### src/rtl/uart_pkg.sv
// Shared UART definitions: FSM state encoding used by both TX and RX,
// default line timing, and the baud tick divisor derived from it.
package uart_pkg;

   typedef enum logic [2:0] {
      IDLE   = 3'd0,
      START  = 3'd1,
      DATA   = 3'd2,
      PARITY = 3'd3,
      STOP   = 3'd4
   } uart_state_e;

   localparam int unsigned UART_OVERSAMPLING = 16;
   localparam int unsigned UART_BAUD_RATE    = 19200;
   localparam int unsigned UART_CLK_FREQ     = 50_000_000;

   // Rounded to nearest so the bit period error stays under half a clock per tick.
   function automatic int unsigned uart_tick_divisor(input int unsigned clk_freq,
                                                     input int unsigned baud_rate,
                                                     input int unsigned oversampling);
      int unsigned denom;
      denom = baud_rate * oversampling;
      return (clk_freq + denom / 2) / denom;
   endfunction

   localparam int unsigned UART_TICK_DIVISOR =
      uart_tick_divisor(UART_CLK_FREQ, UART_BAUD_RATE, UART_OVERSAMPLING);

   function automatic int unsigned uart_frame_ticks(input int unsigned oversampling,
                                                    input int unsigned data_bits,
                                                    input int unsigned parity_en,
                                                    input int unsigned sb_tick);
      return oversampling * (1 + data_bits + parity_en) + sb_tick;
   endfunction

endpackage

### src/rtl/uart_tx_if.sv
// Byte-level handshake between the byte producer (master) and the UART
// transmitter (slave).
interface uart_tx_if
   import uart_pkg::*;
#(
   parameter int unsigned DATA_BITS = 8
);
   logic                 i_tx_start;
   logic [DATA_BITS-1:0] i_data;
   logic                 o_busy;
   logic                 o_tx_done_tick;

   modport master (
      output i_tx_start,
      output i_data,
      input  o_busy,
      input  o_tx_done_tick
   );

   modport slave (
      input  i_tx_start,
      input  i_data,
      output o_busy,
      output o_tx_done_tick
   );
endinterface

### src/rtl/uart_tx.sv
// UART transmitter: start bit, DATA_BITS data bits LSB first, optional parity,
// stop ticks; timed by the shared oversampling baud tick, registered line output.
module uart_tx
   import uart_pkg::*;
#(
   parameter int unsigned DATA_BITS    = 8,
   parameter int unsigned OVERSAMPLING = UART_OVERSAMPLING,
   parameter int unsigned SB_TICK      = 16,
   parameter bit          PARITY_EN    = 1'b0,
   parameter bit          PARITY_ODD   = 1'b0
) (
   input  logic       clk,
   input  logic       i_rst,
   input  logic       i_tick,
   uart_tx_if.slave   tx_if,
   output logic       o_tx
);

   localparam int unsigned TICK_MAX = (OVERSAMPLING > SB_TICK) ? OVERSAMPLING : SB_TICK;
   localparam int unsigned TW       = (TICK_MAX > 1) ? $clog2(TICK_MAX) : 1;
   localparam int unsigned BW       = $clog2(DATA_BITS + 1);

   localparam logic [TW-1:0] OS_LAST   = TW'(OVERSAMPLING - 1);
   localparam logic [TW-1:0] SB_LAST   = TW'(SB_TICK - 1);
   localparam logic [BW-1:0] BITS_LAST = BW'(DATA_BITS - 1);

   uart_state_e          state_q, state_d;
   logic [TW-1:0]        tick_q,  tick_d;
   logic [BW-1:0]        bit_q,   bit_d;
   logic [DATA_BITS-1:0] shift_q, shift_d;
   logic                 par_q,   par_d;
   logic                 tx_q,    tx_d;
   logic                 busy_q,  busy_d;
   logic                 done_q,  done_d;

   always_ff @(posedge clk) begin
      if (i_rst) begin
         state_q <= IDLE;
         tick_q  <= '0;
         bit_q   <= '0;
         shift_q <= '0;
         par_q   <= 1'b0;
         tx_q    <= 1'b1;
         busy_q  <= 1'b0;
         done_q  <= 1'b0;
      end else begin
         state_q <= state_d;
         tick_q  <= tick_d;
         bit_q   <= bit_d;
         shift_q <= shift_d;
         par_q   <= par_d;
         tx_q    <= tx_d;
         busy_q  <= busy_d;
         done_q  <= done_d;
      end
   end

   // A tick coincident with acceptance is not counted: IDLE never looks at i_tick.
   always_comb begin
      state_d = state_q;
      tick_d  = tick_q;
      bit_d   = bit_q;
      shift_d = shift_q;
      par_d   = par_q;
      unique case (state_q)
         IDLE: begin
            if (tx_if.i_tx_start) begin
               state_d = START;
               shift_d = tx_if.i_data;
               par_d   = (^tx_if.i_data) ^ PARITY_ODD;
               tick_d  = '0;
            end
         end
         START: begin
            if (i_tick) begin
               if (tick_q == OS_LAST) begin
                  state_d = DATA;
                  tick_d  = '0;
                  bit_d   = '0;
               end else begin
                  tick_d = tick_q + 1'b1;
               end
            end
         end
         DATA: begin
            if (i_tick) begin
               if (tick_q == OS_LAST) begin
                  tick_d  = '0;
                  shift_d = shift_q >> 1;
                  bit_d   = bit_q + 1'b1;
                  if (bit_q == BITS_LAST) begin
                     state_d = PARITY_EN ? PARITY : STOP;
                  end
               end else begin
                  tick_d = tick_q + 1'b1;
               end
            end
         end
         PARITY: begin
            if (i_tick) begin
               if (tick_q == OS_LAST) begin
                  state_d = STOP;
                  tick_d  = '0;
               end else begin
                  tick_d = tick_q + 1'b1;
               end
            end
         end
         STOP: begin
            if (i_tick) begin
               if (tick_q == SB_LAST) begin
                  state_d = IDLE;
                  tick_d  = '0;
               end else begin
                  tick_d = tick_q + 1'b1;
               end
            end
         end
         default: begin
            state_d = IDLE;
            tick_d  = '0;
         end
      endcase
   end

   // Outputs are decoded from the next state so the registered pin changes on the transition edge.
   always_comb begin
      tx_d   = 1'b1;
      busy_d = (state_d != IDLE);
      done_d = (state_q == STOP) && (state_d == IDLE);
      unique case (state_d)
         IDLE:    tx_d = 1'b1;
         START:   tx_d = 1'b0;
         DATA:    tx_d = shift_d[0];
         PARITY:  tx_d = par_d;
         STOP:    tx_d = 1'b1;
         default: tx_d = 1'b1;
      endcase
   end

   assign o_tx                 = tx_q;
   assign tx_if.o_busy         = busy_q;
   assign tx_if.o_tx_done_tick = done_q;

endmodule

### src/flat_wrapper.sv
// flat-port wrapper written by rule: the top's interface ports become plain ports
module uart_tx_flat import uart_pkg::*;
#(
   parameter int unsigned DATA_BITS    = 8,
   parameter int unsigned OVERSAMPLING = UART_OVERSAMPLING,
   parameter int unsigned SB_TICK      = 16,
   parameter bit          PARITY_EN    = 1'b0,
   parameter bit          PARITY_ODD   = 1'b0
)
  (clk, i_rst, i_tick, o_tx, tx_if_i_tx_start, tx_if_i_data, tx_if_o_busy, tx_if_o_tx_done_tick);
  uart_tx_if #(.DATA_BITS(DATA_BITS)) tx_if_i ();
  input  logic clk;
  input  logic i_rst;
  input  logic i_tick;
  output logic o_tx;
  input wire logic [$bits(tx_if_i.i_tx_start)-1:0] tx_if_i_tx_start;
  input wire logic [$bits(tx_if_i.i_data)-1:0] tx_if_i_data;
  output wire logic [$bits(tx_if_i.o_busy)-1:0] tx_if_o_busy;
  output wire logic [$bits(tx_if_i.o_tx_done_tick)-1:0] tx_if_o_tx_done_tick;
  assign tx_if_i.i_tx_start = tx_if_i_tx_start;
  assign tx_if_i.i_data = tx_if_i_data;
  assign tx_if_o_busy = tx_if_i.o_busy;
  assign tx_if_o_tx_done_tick = tx_if_i.o_tx_done_tick;
  uart_tx #(.DATA_BITS(DATA_BITS), .OVERSAMPLING(OVERSAMPLING), .SB_TICK(SB_TICK), .PARITY_EN(PARITY_EN), .PARITY_ODD(PARITY_ODD)) u_core (.clk(clk), .i_rst(i_rst), .i_tick(i_tick), .tx_if(tx_if_i), .o_tx(o_tx));
endmodule
### config.mk
export PLATFORM = sky130hd
export DESIGN_NAME = uart_tx_flat
export DESIGN_NICKNAME = d
export VERILOG_FILES = /design/src/rtl/uart_pkg.sv /design/src/rtl/uart_tx_if.sv /design/src/rtl/uart_tx.sv /design/src/flat_wrapper.sv
export SDC_FILE = /design/constraint.sdc
export NUM_CORES = 1
export LEC_CHECK = 0
export BUFFER_PORTS_ARGS = -buffer_cell sky130_fd_sc_hd__buf_2
export CAP_MARGIN = 20
export CORE_AREA = 3 3 66 68
export DETAILED_ROUTE_END_ITERATION = 8
export DIE_AREA = 0 0 69 71
export PLACE_DENSITY_LB_ADDON = 0.08
export SYNTH_ARGS = -nofsm -noshare
export SYNTH_HDL_FRONTEND = slang
export SYNTH_SLANG_ARGS = --single-unit
### constraint.sdc
create_clock -name clk -period 1.5 [get_ports clk]
set_input_delay 0.075 -clock clk [delete_from_list [all_inputs] [get_ports clk]]
set_output_delay 0.075 -clock clk [all_outputs]
set_load 0.02 [all_outputs]
==> results_dict.tcl <==
set metrics [dict create \
    first_iter_violations 38 \
    yosysMostFrequentCell "dfxtp_1" \
    yosysWarnings 0 \
    die_width_um 69 \
    grt_max_degree 22 \
    power_density_nw_per_um2 760 \
    postLayoutSetupSlackWorst_ps -12.7 \
    cts_sinks 23 \
    dieHeight_um 71 \
    placed_cells 221 \
    antennaDiodeCount 0 \
    max_stage_delay_ps 370 \
    ioPinCount 15 \
    critPathMaxFanout 5 \
    slew_headroom 0.726 \
    wl_per_cell_um 14.7 \
    worst_pin_slew_ps 411 \
    critPathBufInv 1 \
    skew_ps 3.83 \
    grt_util_all_layers 0.142 \
    cts_buffers 3 \
    vias 1229 \
    fin_nets 193 \
    hold_class "in -> reg" \
    syn_avg_cell_area_um2 8.91 \
    synth_cell_types 53 \
    crit_type "reg -> reg" \
    p_leak_nw 0.614 \
    critPathCaptureType "flip-flop" \
    power_switching_w 0.000337 \
    dieArea_um2 4900 \
    fin_hold_ws_ps 78.5 \
    cts_max_level 1 \
    power.total_w 0.00128 \
    synthCells 147 \
    clkPwrFrac 0.303 \
    setup_violations 1 \
    intPower_w 0.000942 \
    hold_viol 0 \
    fin_util 0.430 \
    final_antenna_net_count 0 \
    syn_to_final_growth_pct 28.4 \
    clockBufferDepth 2 \
    synthesis.nets 161 \
    core_area_um2 3910 \
    drc_errors 0 \
    status "finished, violations left" \
    comb_power_share 0.186 \
    antenna_found_initial 0 \
    synth_area_leaders "dfxtp_1 (35%), a21oi_1 (7.3%), xnor2_1 (4.7%)" \
    drt_first_pass_iters 4 \
    vias_per_cell 5.39 \
    crit_family "compound AO/OA/AOI/OAI gates" \
    synth_top_area_cell "dfxtp_1" \
    start_util 0.335 \
    swShare 0.263 \
    async_flop_share 0 \
    drive_gt1_frac 0.365 \
    cts_root_buf "clkbuf_8" \
    max_freq_mhz 661 \
    ys_top_cells_by_count "dfxtp_1 (23), a21oi_1 (19), nand2_1 (9), o21ai_0 (8)" \
    failed_checks "negative setup slack" \
    path_clk_slew_ps 80 \
    routed_wl_mm 3.35 \
    grt_pass1_wl_mm 5.79 \
    cp-start-kind "flip-flop" \
    cts_tree "built" \
    rsz0062_at_grt "yes" \
    grt_pass1_vias 1280 \
    place_hpwl_mm 2.45 \
    crit_required_ps 1650 \
    synth_edf_count 0 \
    min_period_ps 1510 \
    period_share 1.01 \
    crit_chain "ha_4, nand4_1, buf_6, nor3_4, o221ai_2, a221o_1" \
    final_cells 228 \
    synthFlopType "dfxtp_1" \
    clock_latency_ps 260 \
    grt_remaining_overflow 0 \
    place_congestion 0.815 \
    ys_seq_area_frac 0.351 \
    std_cell_rows 23 \
    arrival_ps 1670 \
    synth_top_area_frac 0.351 \
    drv_slew 0 \
    power_frac_seq 0.512 \
    max-cap-violations 0 \
    slowest_stage "dfxtp_2" \
    place.port_buffers 14 \
    synth_area_um2 1310 \
    peakVddDrop_uv 335 \
    synth_seq_cells 23 \
    nFillCells 422 \
]
==> layout make-up <==
type / instances / area [µm²] / share of cell area
Tap cell: 50 / 62.6 / 0.0372
Inverter: 3 / 11.3 / 0.00670
Multi-Input combinational cell: 111 / 845 / 0.502
Sequential cell: 23 / 472 / 0.281
Clock buffer: 4 / 45.0 / 0.0268
Timing Repair Buffer: 37 / 246 / 0.147
==> cells in the final DEF (no fill, tap or decap), types with 2 or more instances in the layout <==
master,count
buf_4,22
a21oi_1,18
dfxtp_1,18
buf_2,14
nand2_1,8
o21ai_0,8
nor2_1,7
xnor2_1,7
a22oi_1,6
nand4_1,3
inv_1,3
nand3_1,3
clkbuf_8,3
dfxtp_2,3
nor3_4,2
o21a_1,2
nor2b_1,2
a21oi_2,2
or3_1,2
a21o_1,2
o31ai_2,2
nor3b_1,2
o21ai_1,2
dfxtp_4,2
==> state kept, by name, indices dropped and copies added (netlist names) <==
| signal | cells |
|---|---|
| u_core.o_tx | 1 |
| u_core.par_q | 1 |
| u_core.bit_q | 4 |
| u_core.tx_if.o_busy | 1 |
| u_core.tick_q | 4 |
| u_core.shift_q | 8 |
| u_core.tx_if.o_tx_done_tick | 1 |
| u_core.state_q | 3 |
==> stage by stage <==
stage	instance area, µm²	TNS [ps]	worst slack (ps)
global placement	1530	-155	-76.8
detailed placement	1530	-637	-91.6
CTS	1630	0	4.07
global route	1680	-322	-82.9
floorplan	1310	0	12.8
finish	1680	-12.7	-12.7
==> final timing paths <==
| path | startpoint | endpoint | slack [ps] | cells past startpoint |
|---|---|---|---|---|
| worst max-delay path | u_core.tick_q[1] | u_core.o_tx | -10 | 6 |
| worst min-delay path | tx_if_i_data[7] | u_core.shift_q[7] | 80 | 3 |
| worst min register to register | u_core.shift_q[5] | u_core.shift_q[5] | 490 | 2 |
| worst max register to register | u_core.tick_q[1] | u_core.o_tx | -10 | 6 |
==> per-layer routing <==
layer  vias to the layer above  GRT usage  wire length [µm]
li1                        613          -                 -
met4                         0     0.0325                26
met3                         4     0.0213                64
met5                         -          0                 0
met2                        13      0.262              1700
met1                       599      0.174              1560
==> worst reg2reg max path: cells and delay by family (launching register included) <==
family          cells  cell delay [ps]
flops               1              370
fa+ha+maj           1              160
buf+inv             1              170
simple gates        2              280
compound gates      2              420
==> power by group through the flow <==
stage | Combinational (W) | Sequential (W) | Clock [W]
final | 0.000237 | 0.000654 | 0.000387
after global routing | 0.000263 | 0.000658 | 0.000430
after CTS | 0.000234 | 0.000655 | 0.000405
after detailed placement | 0.000226 | 0.000668 | 0
after global placement | 0.000223 | 0.000669 | 0
after floorplan | 0.000143 | 0.000667 | 0
==> kinds of logic after synthesis <==
| kind of cell | synth area share |
|---|---|
| AO/OA/AOI/OAI | 0.293 |
| AND/OR/NAND/NOR | 0.215 |
| flip-flops | 0.351 |
| buffers and inverters | 0.0602 |
| XOR/XNOR | 0.0535 |
| adder cells (fa/ha/maj) | 0.0191 |
| multiplexers | 0.00764 |
==> repair_timing <==
item,CTS,global route
gates resized for setup,11,12
cloned,1,0
setup endpoints to repair,10,15
hold buffers,0,0
pin swaps,2,4
buffers inserted,2,0
No activity file was read; power rests on OpenSTA's default activity.
